## src/rtl/fifo_pkg.sv

```systemverilog
// Shared definitions for the FIFO read-side streamer: FSM encoding and counter width helpers.
package fifo_pkg;

   typedef enum logic [1:0] {
      ST_IDLE  = 2'd0,
      ST_BURST = 2'd1,
      ST_DRAIN = 2'd2
   } state_t;

   function automatic int burst_cnt_w(input int burst);
      return $clog2(burst + 1);
   endfunction

   function automatic int timeout_cnt_w(input int timeout);
      return $clog2(timeout + 1);
   endfunction

endpackage

```

## src/rtl/stream_skid2.sv

```systemverilog
// Two-entry in-order output queue; the head entry drives the output directly from flops.
module stream_skid2 #(
   parameter int W = 33
) (
   input  logic         clk,
   input  logic         rst_n,
   input  logic         push,
   input  logic [W-1:0] push_data,
   output logic         space,
   output logic         valid,
   input  logic         ready,
   output logic [W-1:0] data
);

   logic [1:0]   cnt;
   logic [W-1:0] head;
   logic [W-1:0] tail;
   logic         take;

   assign valid = (cnt != 2'd0);
   assign data  = head;
   assign take  = valid & ready;
   // a full queue still accepts a word in the cycle its head is taken
   assign space = (cnt < 2'd2) || ready;

   always_ff @(posedge clk or negedge rst_n) begin
      if (!rst_n) begin
         cnt  <= 2'd0;
         head <= '0;
         tail <= '0;
      end else begin
         case ({push, take})
            2'b10: begin
               if (cnt == 2'd0) head <= push_data;
               else             tail <= push_data;
               cnt <= cnt + 2'd1;
            end
            2'b01: begin
               head <= tail;
               cnt  <= cnt - 2'd1;
            end
            2'b11: begin
               if (cnt == 2'd1) begin
                  head <= push_data;
               end else begin
                  head <= tail;
                  tail <= push_data;
               end
            end
            default: ;
         endcase
      end
   end

endmodule

```

## src/rtl/fifo_rd_stream.sv

```systemverilog
// Pulls words from a FWFT FIFO and emits them as fixed-length bursts, draining
// leftover partial data as single-word bursts after an idle timeout.
//
//  state | meaning
//  IDLE  | no pops; counts idle cycles while only partial data is present
//  BURST | pops BURST words, last flag on the final one; waits if the FIFO runs dry
//  DRAIN | pops every available word as a single-word burst
module fifo_rd_stream
   import fifo_pkg::*;
#(
   parameter int DW      = 32,
   parameter int BURST   = 4,
   parameter int TIMEOUT = 16
) (
   input  logic          rd_clk,
   input  logic          rd_reset_n,
   input  logic          fifo_empty,
   input  logic          fifo_aempty,
   input  logic [DW-1:0] fifo_rd_data,
   output logic          fifo_rd_en,
   output logic          m_valid,
   input  logic          m_ready,
   output logic [DW-1:0] m_data,
   output logic          m_last
);

   localparam int BW = burst_cnt_w(BURST);
   localparam int TW = timeout_cnt_w(TIMEOUT);

   state_t        state;
   logic [BW-1:0] burst_cnt;
   logic [TW-1:0] to_cnt;
   logic          space;
   logic          pop_last;
   logic [DW:0]   buf_data;

   assign pop_last   = (state == ST_DRAIN) || (burst_cnt == BW'(1));
   assign fifo_rd_en = (state != ST_IDLE) && !fifo_empty && space;
   assign m_data     = buf_data[DW:1];
   assign m_last     = buf_data[0];

   always_ff @(posedge rd_clk or negedge rd_reset_n) begin
      if (!rd_reset_n) begin
         state     <= ST_IDLE;
         burst_cnt <= '0;
         to_cnt    <= '0;
      end else begin
         case (state)
            ST_IDLE: begin
               if (!fifo_aempty) begin
                  state     <= ST_BURST;
                  burst_cnt <= BW'(BURST);
                  to_cnt    <= '0;
               end else if (!fifo_empty) begin
                  if (to_cnt == TW'(TIMEOUT - 1)) begin
                     state  <= ST_DRAIN;
                     to_cnt <= '0;
                  end else begin
                     to_cnt <= to_cnt + TW'(1);
                  end
               end else begin
                  to_cnt <= '0;
               end
            end
            ST_BURST: begin
               if (fifo_rd_en) begin
                  burst_cnt <= burst_cnt - BW'(1);
                  if (burst_cnt == BW'(1)) state <= ST_IDLE;
               end
            end
            ST_DRAIN: begin
               if (!fifo_aempty) begin
                  state     <= ST_BURST;
                  burst_cnt <= BW'(BURST);
               end else if (fifo_empty) begin
                  state <= ST_IDLE;
               end
            end
            default: state <= ST_IDLE;
         endcase
      end
   end

   stream_skid2 #(.W(DW + 1)) u_skid (
      .clk       (rd_clk),
      .rst_n     (rd_reset_n),
      .push      (fifo_rd_en),
      .push_data ({fifo_rd_data, pop_last}),
      .space     (space),
      .valid     (m_valid),
      .ready     (m_ready),
      .data      (buf_data)
   );

endmodule

```

## config.mk

```make
export PLATFORM = sky130hd
export DESIGN_NAME = fifo_rd_stream
export DESIGN_NICKNAME = d
export VERILOG_FILES = /design/src/rtl/fifo_pkg.sv /design/src/rtl/stream_skid2.sv /design/src/rtl/fifo_rd_stream.sv
export SDC_FILE = /design/constraint.sdc
export NUM_CORES = 1
export LEC_CHECK = 0
export CAP_MARGIN = 20
export CELL_PAD_IN_SITES_DETAIL_PLACEMENT = 1
export CELL_PAD_IN_SITES_GLOBAL_PLACEMENT = 1
export CORE_MARGIN = 5
export CORE_UTILIZATION = 41
export CTS_BUF_LIST = sky130_fd_sc_hd__clkbuf_8
export CTS_CLUSTER_SIZE = 14
export DETAILED_ROUTE_END_ITERATION = 8
export MAX_ROUTING_LAYER = met4
export PLACE_DENSITY_LB_ADDON = 0.15
export SLEW_MARGIN = 20
export SYNTH_ARGS = -nofsm -noshare
export SYNTH_HDL_FRONTEND = slang
export SYNTH_HIERARCHICAL = 1
export SYNTH_SLANG_ARGS = --single-unit
```

## constraint.sdc

```tcl
create_clock -name rd_clk -period 3.4 [get_ports rd_clk]
set_clock_uncertainty 0.05 [all_clocks]
set_input_delay 0.68 -clock rd_clk [delete_from_list [all_inputs] [get_ports rd_clk]]
set_output_delay 0.68 -clock rd_clk [all_outputs]
set_load 0.1 [all_outputs]
```

==> impl_metrics.env, run 1 <==
export IMPL_status="finished clean"
export IMPL_initialDrtViolationCount=99
export IMPL_synth_fa_ha_area_frac=0.03112
export IMPL_crit_chain="clkdlybuf4s50_1 > nand2b_1 > nand2b_1 > nor2_2 > ha_1 > nor2_1 > a211oi_4 > buf_4 > mux2_1"
export IMPL_finalNetCount=451
export IMPL_muxShareOfSynthArea=0.1141
export IMPL_dieArea_um2=10800
export IMPL_post_dp_hpwl_mm=5.995
export IMPL_cts_tree="built"
export IMPL_cts_max_level=3
export IMPL_worst_pin_slew_ns=0.7199
export IMPL_mostFrequentLayoutCells="dfrtp_1, o21ai_0, buf_4"
export IMPL_fin_setup_tns_ns=0
export IMPL_cts_made_buffers=9
export IMPL_synth_top_family_by_area="compound AO/OA/AOI/OAI gates"
export IMPL_slew_headroom=0.5201
export IMPL_ys_ff_latch=78
export IMPL_end_kind="flip-flop"
export IMPL_timing_final_crit_share=0.8051
export IMPL_cp_common_cell="nand2b_1"
export IMPL_syn_num_nets=384
export IMPL_num_vias=2802
export IMPL_die_height_um=103.9
export IMPL_cts_sinks=78
export IMPL_cts_root_buf="clkbuf_8"
export IMPL_cpMaxStageDelayCell="clkdlybuf4s50_1"
export IMPL_via_per_inst=5.420
export IMPL_first_global_vias=3149
export IMPL_placed_area_um2=4340
export IMPL_setup_worst_path_start_class="input pin"
export IMPL_synth_xor_area_share=0.007261
export IMPL_setup_viol=0
export IMPL_num_rows=34
export IMPL_syn_area_um2=3618
export IMPL_clock_fmax_mhz=365.3
export IMPL_crit_fanout=18
export IMPL_drv_slew=0
export IMPL_path_clk_slew_ns=0.09
export IMPL_layout_commonest_cell="dfrtp_1"
export IMPL_fillers=979
export IMPL_synth_warnings=6
export IMPL_cts_buffer_depth=2
export IMPL_drtPass1Iterations=4
export IMPL_cp_required_ns=3.57
export IMPL_antenna_cells=0
export IMPL_syn_inst=338
export IMPL_synth_seq_area_share=0.5394
export IMPL_critPathLaunch="m_ready"
export IMPL_finalWirelength_mm=9.052
export IMPL_dp_cells=502
export IMPL_cp_data_arrival_time_ns=2.90
export IMPL_grt_overflow_total=0
export IMPL_post_cts_buffers=0
export IMPL_criticalPathCategory="in -> reg"
export IMPL_start_util=0.4170
export IMPL_grt_max_degree=79
export IMPL_rsz0062_at_grt="false"
export IMPL_cts_resized=0
export IMPL_antenna_found_initial=0
export IMPL_finalHoldViolCount=0
export IMPL_fp_dieW_um=103.9
export IMPL_drive_above_1_share=0.1907
export IMPL_worstReg2RegStart="state[0]"
export IMPL_seq_area_um2=1952
export IMPL_max_stage_delay_ns=0.49
export IMPL_min_period_ns=2.737
export IMPL_area_delta_synth_final_pct=26.11
export IMPL_port_buffers=71
export IMPL_synth_cell_types=36
export IMPL_max_cap_violations=0
export IMPL_final_cell_area_um2=4563
export IMPL_yosys_area_share_simple=0.07400
export IMPL_core_area_um2=8678
export IMPL_io_pins=72
export IMPL_drc=0
export IMPL_final_util=0.5258
export IMPL_final_antenna_net_count=0
export IMPL_finalNonFillerCells=517
export IMPL_hold_class="in -> async"
export IMPL_grt_pass1_wl_mm=15.61
export IMPL_track_usage=0.1788
export IMPL_holdBufCountCts=0
export IMPL_syn_area_per_cell_um2=10.71
export IMPL_synth_compound_area_frac=0.1871
export IMPL_multi_input_area_um2=1504
export IMPL_clock_latency_ns=0.34
export IMPL_gp_congestion=0.7226
export IMPL_routedWlPerCell_um=17.51
per-layer routing:
metal	part of all wire	track usage	vias up	routed length [um]
met5	0	-	-	0
met4	0.012	0.05088	0	107
met3	0.038	0.04718	11	346
met2	0.50	0.2878	49	4541
met1	0.45	0.2227	1405	4056
li1	-	-	1337	-
cells in the mapped netlist:
cell / count / area (um^2)
nor3b_1: 1 / 7.510
o2bb2ai_1: 1 / 8.760
and2_1: 1 / 6.260
mux2i_1: 3 / 30.03
buf_2: 4 / 20.02
o21ai_1: 6 / 30.03
or3_1: 1 / 6.260
nor3_1: 1 / 5.000
buf_6: 4 / 45.04
xnor2_1: 3 / 26.28
and4bb_1: 1 / 12.51
o311ai_1: 1 / 8.760
inv_1: 10 / 37.54
o22ai_1: 1 / 6.260
o21ai_0: 70 / 350.3
a22oi_1: 1 / 7.510
nor3b_4: 1 / 18.77
nand3b_1: 1 / 7.510
a22o_1: 1 / 8.760
ha_1: 9 / 112.6
dfrtp_1: 78 / 1952
nor2b_1: 3 / 18.77
a211oi_1: 1 / 7.510
clkbuf_1: 17 / 63.81
a21boi_1: 1 / 7.510
nor2_1: 37 / 138.9
inv_2: 1 / 3.750
o21bai_1: 1 / 7.510
a21o_1: 1 / 7.510
nand2b_1: 4 / 25.02
mux2_1: 23 / 259.0
nand2_1: 3 / 11.26
a31oi_1: 33 / 206.5
mux2_2: 11 / 123.9
nand3_1: 2 / 10.01
a211oi_4: 1 / 20.02
cell type report:
class,instances,share of cell area
clock buffers,10,0.03016
clock inverters,5,0.01782
inverters,11,0.009049
multi-input cells,224,0.3296
flip-flops and latches,78,0.4277
well taps,108,0.02961
repair buffers,81,0.1560
sequential cells by signal, summed over array words and instances (netlist names):
| register | flops |
|---|---|
| u_skid/data | 33 |
| u_skid/tail | 33 |
| to_cnt | 5 |
| burst_cnt | 3 |
| state | 2 |
| u_skid/cnt | 2 |
metrics by stage:
stage          hold slack, ns  setup slack (ns)
6_report               0.3016            0.6626
4_1_cts                0.4386            0.6393
3_3_place_gp           0.4107            0.4119
2_1_floorplan          0.3344            0.2286
5_1_grt                0.3368            0.4538
3_5_place_dp           0.4186            0.2678
logic make-up after synthesis:
| family | Yosys count |
|---|---|
| buffers and inverters | 36 |
| XOR/XNOR | 3 |
| AO/OA/AOI/OAI | 119 |
| adder cells (fa/ha/maj) | 9 |
| AND/OR/NAND/NOR | 56 |
| flip-flops | 78 |
| multiplexers | 37 |
critical path, delay by kind of cell:
kind | cells | cell delay, ns
buffers and inverters | 2 | 0.79
adder cells (fa/ha/maj) | 1 | 0.28
AND/OR/NAND/NOR | 4 | 0.59
multiplexers | 1 | 0.37
AO/OA/AOI/OAI | 1 | 0.17
path summary, 6_finish.rpt:
path                              endpoint  slack, ns  cells past startpoint
min                         u_skid/data[3]       0.30                      1
min reg2reg                u_skid/tail[31]       0.44                      1
max in group asynchronous     burst_cnt[1]       2.48                      1
max reg2reg                u_skid/tail[11]       0.78                      7
max                        u_skid/tail[11]       0.66                      9
min in group rd_clk        u_skid/tail[31]       0.44                      1
Power of run 1 is not shown: default switching activity piles up to over one toggle a cycle in this logic, so the estimate is an artifact.
==> run 2, diff against run 1 <==
- clock period: 3.4 -> 2.82 ns (I/O delays scaled with it)
==> impl_metrics.env, run 2 (synthesis results as in run 1) <==
export IMPL_io_pins=72
export IMPL_mostFrequentLayoutCells="dfrtp_1, o21ai_0, buf_4"
export IMPL_cts_max_level=3
export IMPL_gp_congestion=0.7672
export IMPL_setup_viol=0
export IMPL_grt_max_degree=79
export IMPL_setup_worst_path_start_class="input pin"
export IMPL_cts_buffer_depth=2
export IMPL_cts_root_buf="clkbuf_8"
export IMPL_max_stage_delay_ns=0.48
export IMPL_initialDrtViolationCount=79
export IMPL_die_height_um=103.9
export IMPL_drc=0
export IMPL_multi_input_area_um2=1514
export IMPL_criticalPathCategory="in -> reg"
export IMPL_crit_fanout=17
export IMPL_antenna_cells=0
export IMPL_via_per_inst=5.392
export IMPL_num_vias=2831
export IMPL_cts_resized=0
export IMPL_finalNetCount=458
export IMPL_timing_hold_ws_ns=0.1865
export IMPL_rsz0062_at_grt="false"
export IMPL_num_rows=34
export IMPL_finalNonFillerCells=525
export IMPL_final_antenna_net_count=0
export IMPL_cp_data_arrival_time_ns=2.67
export IMPL_slew_headroom=0.5234
export IMPL_cts_made_buffers=9
export IMPL_antenna_found_initial=0
export IMPL_finalHoldViolCount=0
export IMPL_seq_area_um2=1952
export IMPL_worst_pin_slew_ns=0.7150
export IMPL_holdBufCountCts=0
export IMPL_cp_common_cell="nand2b_1"
export IMPL_path_clk_slew_ns=0.08
export IMPL_crit_buf_inv=3
export IMPL_status="finished clean"
export IMPL_min_period_ns=2.498
export IMPL_port_buffers=71
export IMPL_timing_final_crit_share=0.8859
export IMPL_layout_commonest_cell="dfrtp_1"
export IMPL_grt_pass1_wl_mm=15.47
export IMPL_track_usage=0.1798
export IMPL_grt_overflow_total=0
export IMPL_clock_latency_ns=0.34
export IMPL_clock_fmax_mhz=400.3
export IMPL_hold_class="in -> async"
export IMPL_drv_slew=0
export IMPL_first_global_vias=3027
export IMPL_cts_tree="built"
export IMPL_dp_cells=509
export IMPL_drtPass1Iterations=4
export IMPL_drive_above_1_share=0.2038
export IMPL_post_cts_buffers=0
export IMPL_cpMaxStageDelayCell="clkdlybuf4s50_1"
export IMPL_dieArea_um2=10800
export IMPL_start_util=0.4170
export IMPL_core_area_um2=8678
export IMPL_area_delta_synth_final_pct=29.32
export IMPL_finalWirelength_mm=9.197
export IMPL_cts_sinks=78
export IMPL_fillers=989
export IMPL_path_delay_family="buffers and inverters"
export IMPL_max_cap_violations=0
export IMPL_cp_required_ns=2.99
export IMPL_crit_chain="clkdlybuf4s50_1 > nand2b_1 > nand2b_1 > nor2_4 > buf_4 > ha_1 > nor2_1 > a211oi_4 > buf_12 > mux2_1"
export IMPL_routedWlPerCell_um=17.52
export IMPL_post_dp_hpwl_mm=6.168
export IMPL_fp_dieW_um=103.9
export IMPL_end_kind="flip-flop"
[run 2: cell count changes in the layout (fill, tap and decap cells not counted)]
cell and change:
buf_12 +4, buf_4 +3, inv_1 +1, nor2_2 -1, nor2_4 +1, nor2b_2 -1, nor2b_4 +1
[run 2: worst paths after layout]
path                              endpoint             from  depth (start not counted)  slack (ns)
max                         u_skid/tail[5]          m_ready                         10        0.32
min                         u_skid/data[4]       rd_reset_n                          1        0.19
max reg2reg                 u_skid/tail[5]    u_skid/cnt[1]                          9        0.37
min reg2reg                u_skid/tail[15]  u_skid/tail[15]                          1        0.44
max in group asynchronous  u_skid/tail[28]       rd_reset_n                          1        2.03
min in group rd_clk        u_skid/tail[15]  u_skid/tail[15]                          1        0.44
[run 2: worst register-to-register path, delay by kind of cell, from the launching register on]
kind / cells / cell delay, ns
AO/OA/AOI/OAI: 1 / 0.36
adder cells (fa/ha/maj): 2 / 0.49
buffers and inverters: 4 / 0.48
flip-flops: 1 / 0.40
multiplexers: 1 / 0.36
AND/OR/NAND/NOR: 1 / 0.20
[run 2: metrics by stage]
step | util | setup TNS, ns | cell area (um^2) | worst slack, ns
after floorplan | - | 0 | 3626 | 0.1229
after global placement | 0.5125 | -8.347 | 4448 | -0.2827
after detailed placement | 0.5131 | -0.7346 | 4453 | -0.05260
after CTS | 0.5388 | 0 | 4676 | 0.3315
after global routing | 0.5392 | 0 | 4679 | 0.2044
final | 0.5392 | 0 | 4679 | 0.3218
[run 2: final cells by class]
cell class,instances,share of cell area
Clock buffer,10,0.02941
Clock inverter,6,0.01818
Inverter,11,0.008824
Multi-Input combinational cell,224,0.3235
Sequential cell,78,0.4171
Tap cell,108,0.02888
Timing Repair Buffer,88,0.1741
[run 2: per-layer routing]
layer | global-route usage | part of all wire
met5 | - | 0
met4 | 0.05828 | 0.0097
met1 | 0.2282 | 0.46
met3 | 0.03662 | 0.035
met2 | 0.2892 | 0.50
Power of run 2 is left out for the same reason.
